<file path="src/rtl/mmio_pkg.sv">
// Shared constants for the MMIO responder: window base, word offsets
// and STATUS bit positions.
package mmio_pkg;

  localparam logic [31:0] MMIO_BASE = 32'h8000_0000;

  localparam logic [5:0] OFF_STATUS  = 6'h00;
  localparam logic [5:0] OFF_RX_DATA = 6'h01;
  localparam logic [5:0] OFF_TX_DATA = 6'h02;
  localparam logic [5:0] OFF_CYCLE   = 6'h04;
  localparam logic [5:0] OFF_INSTRET = 6'h05;
  localparam logic [5:0] OFF_CNT_RST = 6'h06;

  localparam int ST_TX_NFULL  = 0;
  localparam int ST_RX_NEMPTY = 1;
  localparam int ST_TX_OVF    = 2;

endpackage

</file>
<file path="src/rtl/mmio_responder_fifo.sv">
// Synchronous byte FIFO with extra-MSB pointers; a push while full is
// accepted only when a pop happens in the same cycle.
module sync_fifo #(
  parameter int WIDTH = 8,
  parameter int DEPTH = 8
) (
  input  logic             clk,
  input  logic             rst_n,
  input  logic             push,
  input  logic             pop,
  input  logic [WIDTH-1:0] wdata,
  output logic [WIDTH-1:0] head,
  output logic             full,
  output logic             empty
);

  localparam int AW = $clog2(DEPTH);
  localparam logic [AW:0] ONE = 1;

  logic [AW:0] wr_q, wr_d;
  logic [AW:0] rd_q, rd_d;
  logic [WIDTH-1:0] mem_q [DEPTH];
  logic do_push, do_pop;

  assign empty = (wr_q == rd_q);
  assign full  = (wr_q[AW] != rd_q[AW]) &&
                 (wr_q[AW-1:0] == rd_q[AW-1:0]);
  assign do_pop  = pop && !empty;
  assign do_push = push && (!full || do_pop);
  assign head    = mem_q[rd_q[AW-1:0]];

  always_comb begin
    wr_d = wr_q;
    rd_d = rd_q;
    if (do_push) wr_d = wr_q + ONE;
    if (do_pop)  rd_d = rd_q + ONE;
  end

  always_ff @(posedge clk or negedge rst_n) begin
    if (!rst_n) begin
      wr_q <= '0;
      rd_q <= '0;
    end else begin
      wr_q <= wr_d;
      rd_q <= rd_d;
    end
  end

  always_ff @(posedge clk) begin
    if (do_push) mem_q[wr_q[AW-1:0]] <= wdata;
  end

endmodule

</file>
<file path="src/rtl/mmio_responder.sv">
// MMIO responder: UART TX/RX byte FIFOs plus cycle and instret counters
// behind a word-addressed window; load data returns one cycle later.
module mmio_responder #(
  parameter int          FIFO_DEPTH = 8,
  parameter logic [31:0] MMIO_BASE  = mmio_pkg::MMIO_BASE
) (
  input  logic        clk,
  input  logic        rst_n,
  input  logic        req_valid,
  input  logic        req_we,
  input  logic [31:0] req_addr,
  input  logic [31:0] req_wdata,
  input  logic [3:0]  req_wstrb,
  input  logic        inst_retire,
  output logic [31:0] rsp_rdata,
  output logic [7:0]  tx_data,
  output logic        tx_valid,
  input  logic        tx_ready,
  input  logic [7:0]  rx_data,
  input  logic        rx_valid,
  output logic        rx_ready
);

  import mmio_pkg::*;

  logic       claim, rd, wr;
  logic [5:0] off;
  logic       sel_status, sel_rx, sel_tx;
  logic       sel_cycle, sel_inst, sel_crst;
  logic       tx_push, tx_full, tx_empty;
  logic       rx_pop, rx_full, rx_empty;
  logic [7:0] rx_head;
  logic       cnt_rst;

  logic        ovf_q, ovf_d;
  logic [31:0] cycle_q, cycle_d;
  logic [31:0] instret_q, instret_d;
  logic [31:0] rdata_q, rdata_d;

  logic unused_ok;
  assign unused_ok = ^{req_addr[27:8], req_addr[1:0],
                       req_wdata[31:8], req_wstrb[3:1]};

  assign claim = req_valid &&
                 (req_addr[31:28] == MMIO_BASE[31:28]);
  assign rd  = claim && !req_we;
  assign wr  = claim && req_we;
  assign off = req_addr[7:2];

  assign sel_status = (off == OFF_STATUS);
  assign sel_rx     = (off == OFF_RX_DATA);
  assign sel_tx     = (off == OFF_TX_DATA);
  assign sel_cycle  = (off == OFF_CYCLE);
  assign sel_inst   = (off == OFF_INSTRET);
  assign sel_crst   = (off == OFF_CNT_RST);

  assign tx_push  = wr && sel_tx && req_wstrb[0];
  assign rx_pop   = rd && sel_rx && !rx_empty;
  assign cnt_rst  = wr && sel_crst;
  assign tx_valid = !tx_empty;
  assign rx_ready = !rx_full;

  sync_fifo #(.WIDTH(8), .DEPTH(FIFO_DEPTH)) u_tx_fifo (
    .clk   (clk),
    .rst_n (rst_n),
    .push  (tx_push),
    .pop   (tx_ready),
    .wdata (req_wdata[7:0]),
    .head  (tx_data),
    .full  (tx_full),
    .empty (tx_empty)
  );

  sync_fifo #(.WIDTH(8), .DEPTH(FIFO_DEPTH)) u_rx_fifo (
    .clk   (clk),
    .rst_n (rst_n),
    .push  (rx_valid && rx_ready),
    .pop   (rx_pop),
    .wdata (rx_data),
    .head  (rx_head),
    .full  (rx_full),
    .empty (rx_empty)
  );

  always_comb begin
    ovf_d = ovf_q;
    if (wr && sel_status) ovf_d = 1'b0;
    // full implies non-empty, so tx_ready means a pop frees a slot
    if (tx_push && tx_full && !tx_ready) ovf_d = 1'b1;

    cycle_d   = cnt_rst ? '0 : cycle_q + 32'd1;
    instret_d = cnt_rst ? '0 : instret_q + {31'd0, inst_retire};

    rdata_d = '0;
    if (rd) begin
      unique case (1'b1)
        sel_status: begin
          rdata_d[ST_TX_NFULL]  = !tx_full;
          rdata_d[ST_RX_NEMPTY] = !rx_empty;
          rdata_d[ST_TX_OVF]    = ovf_q;
        end
        sel_rx:    rdata_d = rx_empty ? '0 : {24'd0, rx_head};
        sel_cycle: rdata_d = cycle_q;
        sel_inst:  rdata_d = instret_q;
        default:   rdata_d = '0;
      endcase
    end
  end

  always_ff @(posedge clk or negedge rst_n) begin
    if (!rst_n) begin
      ovf_q     <= 1'b0;
      cycle_q   <= '0;
      instret_q <= '0;
      rdata_q   <= '0;
    end else begin
      ovf_q     <= ovf_d;
      cycle_q   <= cycle_d;
      instret_q <= instret_d;
      rdata_q   <= rdata_d;
    end
  end

  assign rsp_rdata = rdata_q;

endmodule

</file>
<file path="config.mk">
export PLATFORM = sky130hd
export DESIGN_NAME = mmio_responder
export DESIGN_NICKNAME = d
export VERILOG_FILES = /design/src/rtl/mmio_pkg.sv /design/src/rtl/mmio_responder_fifo.sv /design/src/rtl/mmio_responder.sv
export SDC_FILE = /design/constraint.sdc
export NUM_CORES = 1
export LEC_CHECK = 0
export CAP_MARGIN = 20
export CORE_MARGIN = 5
export CORE_UTILIZATION = 50
export DETAILED_ROUTE_END_ITERATION = 16
export PLACE_DENSITY = 0.73
export SLEW_MARGIN = 20
export SYNTH_ARGS = -nofsm -noshare
export SYNTH_HDL_FRONTEND = slang
export SYNTH_SLANG_ARGS = --single-unit
export TNS_END_PERCENT = 50
</file>
<file path="constraint.sdc">
create_clock -name clk -period 4.8 [get_ports clk]
set_input_delay 1.2 -clock clk [delete_from_list [all_inputs] [get_ports clk]]
set_output_delay 1.2 -clock clk [all_outputs]
set_load 0.05 [all_outputs]
</file>
; Word level (Yosys, flattened, before mapping)
; Memory sizes are Yosys's and may differ from the RTL's.
; Cells that the tools add are included.
[classes]
add_sub_neg = 6
n_eq_ne = 12
mux = 12
n_reduce_logical = 28
[ops]
columns = op, count
row1 = 32-bit two-way mux, 3
row2 = 29-bit one-hot mux with 3 select lines, 1
row3 = 32-bit by 1-bit adder with 32-bit output, 1
row4 = 32-bit by 1-bit adder with 32-bit output (second input constant), 1
row5 = 6-bit by 3-bit == test with 1-bit output (second input constant), 3
row6 = 1-bit logical AND, 18
row7 = 4-bit by 1-bit adder with 4-bit output (second input constant), 4
row8 = 3-bit one-hot mux with 4 select lines, 1
row9 = 4-bit == test, 2
row10 = 8-bit two-way mux, 1
row11 = 3-bit == test, 2
row12 = 6-bit by 1-bit == test with 1-bit output (second input constant), 1
row13 = 6-bit by 2-bit == test with 1-bit output (second input constant), 1
row14 = 1-bit logical NOT, 6
row15 = 6-bit logical NOT, 1
row16 = 1-bit two-way mux, 6
row17 = 4-bit == test (second input constant), 1
row18 = 1-bit logical OR, 2
row19 = 1-bit != test, 2
row20 = 2-bit nonzero test, 1
[word_totals]
ff_bits = 113
ram_bits = 128
inputBits = 83
output_inout_bits = 42
wordCells = 68
n_memories = 2
[memory_table]
columns = memory, words, word_bits, read_ports, rd_ports_with_merged_regs, wr, line_no
row1 = u_rx_fifo.mem_q, 8, 8, 1, 0, 1, mmio_responder_fifo.sv:22  ; logic [WIDTH-1:0] mem_q [DEPTH];
row2 = u_tx_fifo.mem_q, 8, 8, 1, 0, 1, mmio_responder_fifo.sv:22

; Longest topological paths before layout
[logic_depth]
ltp_word = 10
mapped_depth = 7
depth_no_buf = 6

; By module
; Synthesis repeated with hierarchy kept, for this count alone.
[hier_totals]
cells_unflattened = 799
area_unflattened_um2 = 10993.0
[modules_own_cells]
columns = mod, instances, cells_each, area_per_inst_um2, seq_area_each_um2
row1 = sync_fifo, 2, 150, 3088.0, 2122.0
row2 = mmio_responder, 1, 499, 4817.1, 2427.3

; Worst setup path after synthesis
; No wires, ideal clock.
[synth_path]
kind = input-to-reg
from = in req_addr[2]
to = mem u_tx_fifo.mem_q[5][0] (enable)
setup_ns = 0.398
arrival_time_ns = 3.030
required_ns = 4.402
slack_ns = 1.373
cell_stages = 5
path_buffers = 1
cell_sequence = buf_2 -> and4bb_2 -> and4_1 -> o21ai_4 -> nor4b_1
[synth_via]
elab_chain_cells = 6
[synth_rtl]
columns = element, line_no
row1 = start: declaration, mmio_responder.sv:11  ; input logic [31:0] req_addr,
row2 = 6-bit by 2-bit == test with 1-bit output, mmio_responder.sv:52  ; assign sel_tx = (off == OFF_TX_DATA);
row3 = 1-bit logical AND (2 in a row), mmio_responder.sv:57  ; assign tx_push = wr && sel_tx && req_wstrb[0];
row4 = 1-bit logical AND, mmio_responder_fifo.sv:29  ; assign do_push = push && (!full || do_pop);
row5 = 1-bit two-way mux, mmio_responder_fifo.sv:50  ; if (do_push) mem_q[wr_q[AW-1:0]] <= wdata;
row6 = 1-bit two-way mux (implied by the code), mmio_responder_fifo.sv:50
row7 = end: declaration, mmio_responder_fifo.sv:22
; No other way between the ends.

; Worst setup path after layout
[layout_path]
from = reg u_tx_fifo.rd_q[0]
to = out tx_data[2]
[layout_via]
elab_chain_cells = 1
[layout_rtl]
columns = element, line_no
row1 = start: declaration, mmio_responder_fifo.sv:21  ; logic [AW:0] rd_q, rd_d;
row2 = start signal: assignment, mmio_responder_fifo.sv:45  ; rd_q <= rd_d;
row3 = memory read 8 x 8 bit, -
row4 = end: declaration, mmio_responder.sv:16  ; output logic [7:0] tx_data,
; No other way between the ends.

==> out/metrics.cfg <==
[outcome]
status=finished, final reports clean

[clock_network]
clk_pin_slew_ps=60
cts_setup_buffers=0
ctsResizeCount=0
cts_max_level=1
tritoncts=yes
clockBufferDepth=3
cts_root_buffer=clkbuf_16
clk_latency_ps=520
cts_sinks=241
cts_buffers=25
cts_hold_buf=0

[detailed_routing]
firstDrtPassIters=5
drt-vias-per-instance=5.75
first_iter_violations=344
ant_nets=0
via_count=6498
routedWlPerCell_um=19.0
routed_wl_um=21500
drc_errors=0

[timing]
maxSlewViolCount=0
fmax_mhz=231
setup_viol=0
grt_setup_unrepaired=no
slew_headroom_pct=31.0
fin_worst_skew_ps=24.7
setup_tns_ps=0
min_period_ps=4330
worst_pin_slew_ps=1030
hold_viol=0
fin_ws_ps=467
period_share_pct=90.3

[pwr]
peakVddDrop_mv=0.341
power_density_nw_per_um2=474
p_leak_nw=4.66

[final_layout]
syn2layout_area_growth_pct=17.6
drive_gt1_share_pct=12.3
fin_cells=1130
final_core_util_pct=59.5
fillCellCount=1647
antenna_cells=0
nets=928

[yosys]
ys_seq_area_share_pct=62.9
syn-instance-count=758
synth_flop_cell=edfxtp_1
synthTopCellsByArea=edfxtp_1, dfrtp_1, mux4_2
synth_seq_cells=241
avgSynthCellArea_sq_um=14.0
synthesis.area_sq_um=10600
synth_top_area_share_pct=36.3
yosys_warnings=0
syn-num-nets=848
yosysTopAreaCell=edfxtp_1
async_reset_ff_share_pct=46.9
synth_cell_type_count=50
synth_edf_count=128

[placement]
dp.final_hpwl_um=13700
io_buffers=75
dp.cells=1086
gp_congestion=0.787
place_ws_ps=938

[floorplanning]
ioPinCount=125
coreArea_sq_um=21000
start_util_pct=50.6
design.die.area_sq_um=24200
die_w_um=156
fp.dieH_um=156
rows=53

[worst_setup_path]
critPathRequiredTime_ps=3600
setup.worst_path.end_class=output pin
cp.arrival_ps=3130
critPathMaxFanout=15
setup.worst_path.class=reg -> out
startpoint_type=flip-flop

[grt]
grt_use_met1_pct=26.2
antenna_found_initial=1
grt_pass1_wl_um=35400
grt_pass1_vias=6637
grt_use_met2_pct=29.3
grt_usage_pct=18.1
grt_overflow_total=0
gr-max-usage-layer=met2
grt_max_degree=65
grtUsageMet3_pct=2.64

[job]
drv_cap=0

[hold_path]
min_path_type=reg -> reg

-- cell usage in the layout (no fill, tap or decap), types with 6 or more instances in the layout --
master,instances
a21oi_1,27
and2_1,8
and3_1,11
and4_1,13
buf_4,21
clkbuf_1,9
clkbuf_16,26
clkdlybuf4s50_1,73
dfrtp_1,113
edfxtp_1,128
ha_1,7
inv_1,9
mux2_2,13
mux2i_1,46
mux4_2,27
nand2_1,41
nand2b_1,12
nand3_1,23
nand4_1,27
nor2_1,55
nor3_1,6
nor4_1,12
o21ai_0,8
o31ai_1,17
or3_1,7
or4_1,19
xnor2_1,16
xor2_1,30
-- metrics by stage --
step | hold WS (ps) | power [mW] | cell area [sq um]
floorplan | 462 | 3.66 | 10600
global placement | 476 | 4.01 | 11700
detailed placement | 482 | 4.04 | 11700
CTS | 490 | 5.96 | 12500
global route | 494 | 6.20 | 12500
finish | 483 | 5.90 | 12500
-- state kept, by name (all words and copies together) (netlist names) --
| signal | cells |
|---|---|
| u_rx_fifo.wr_q | 4 |
| u_rx_fifo.mem_q | 64 |
| ovf_q | 1 |
| rsp_rdata | 32 |
| u_rx_fifo.rd_q | 4 |
| u_tx_fifo.rd_q | 4 |
| u_tx_fifo.mem_q | 64 |
| u_tx_fifo.wr_q | 4 |
| instret_q | 32 |
| cycle_q | 32 |
-- where the power goes --
part / internal [mW] / total, mW / switching, mW
registers: 2.45 / 2.79 / 0.344
logic: 0.561 / 1.21 / 0.649
clock network: 1.15 / 1.90 / 0.749
total: 4.16 / 5.90 / 1.74
-- cell type report --
class | count | area, sq um | share of cell area, %
sequential | 241 | 6670 | 53.5
multi-input combinational | 466 | 3720 | 29.8
timing repair buffer | 95 | 893 | 7.17
clock buffer | 35 | 684 | 5.49
tap | 275 | 344 | 2.76
clock inverter | 9 | 119 | 0.954
inverter | 9 | 33.8 | 0.271
-- cell usage after synthesis, types with 11 or more instances --
master and instances:
buf_2 19, edfxtp_1 128, o31ai_1 17, nand4_1 27
nand2_1 41, xor2_1 30, nor2_1 55, xnor2_1 16
mux2_2 13, dfrtp_1 113, or4_1 19, and4_1 13
a21oi_1 27, mux4_2 27, nor4_1 12, nand2b_1 12
and3_1 11, mux2i_1 46, nand3_1 23, clkbuf_1 17
-- critical path, cell delays in order, from the launching register on --
cell	delay, ps
dfrtp_1	840
buf_4	300
mux4_2	510
mux2_2	270
clkdlybuf4s50_1	690
-- path summary, 6_finish.rpt --
| path | startpoint | endpoint | slack (ps) | cells past startpoint |
|---|---|---|---|---|
| min in group asynchronous | rst_n | rsp_rdata[27]$_DFF_PN0_ | 760 | 1 |
| max in group asynchronous | rst_n | rsp_rdata[15]$_DFF_PN0_ | 3170 | 2 |
| worst max register to register | u_tx_fifo.rd_q[0]$_DFFE_PN0P_ | u_tx_fifo.mem_q[7][5]$_DFFE_PP_ | 2210 | 4 |
| worst min-delay path | u_rx_fifo.wr_q[3]$_DFFE_PN0P_ | u_rx_fifo.wr_q[3]$_DFFE_PN0P_ | 480 | 1 |
| worst max-delay path | u_tx_fifo.rd_q[0]$_DFFE_PN0P_ | tx_data[2] | 470 | 4 |
| worst min register to register | u_rx_fifo.wr_q[3]$_DFFE_PN0P_ | u_rx_fifo.wr_q[3]$_DFFE_PN0P_ | 480 | 1 |
-- kinds of logic (layout without fill, tap and decap cells) --
group / count (synthesis) / after routing / share of synthesized area [%]
simple gates: 253 / 253 / 13.3
flops: 241 / 241 / 62.9
mux: 92 / 92 / 12.8
compound gates: 68 / 68 / 4.08
buf+inv: 51 / 148 / 2.17
xor+xnor: 46 / 46 / 3.80
fa+ha+maj: 7 / 7 / 0.826
-- per-layer routing --
metal,wire [um],vias up
li1,-,3052
met1,9650,3261
met2,10500,150
met3,895,33
met4,387,2
met5,7,-
(Power assumes the default switching activity.)
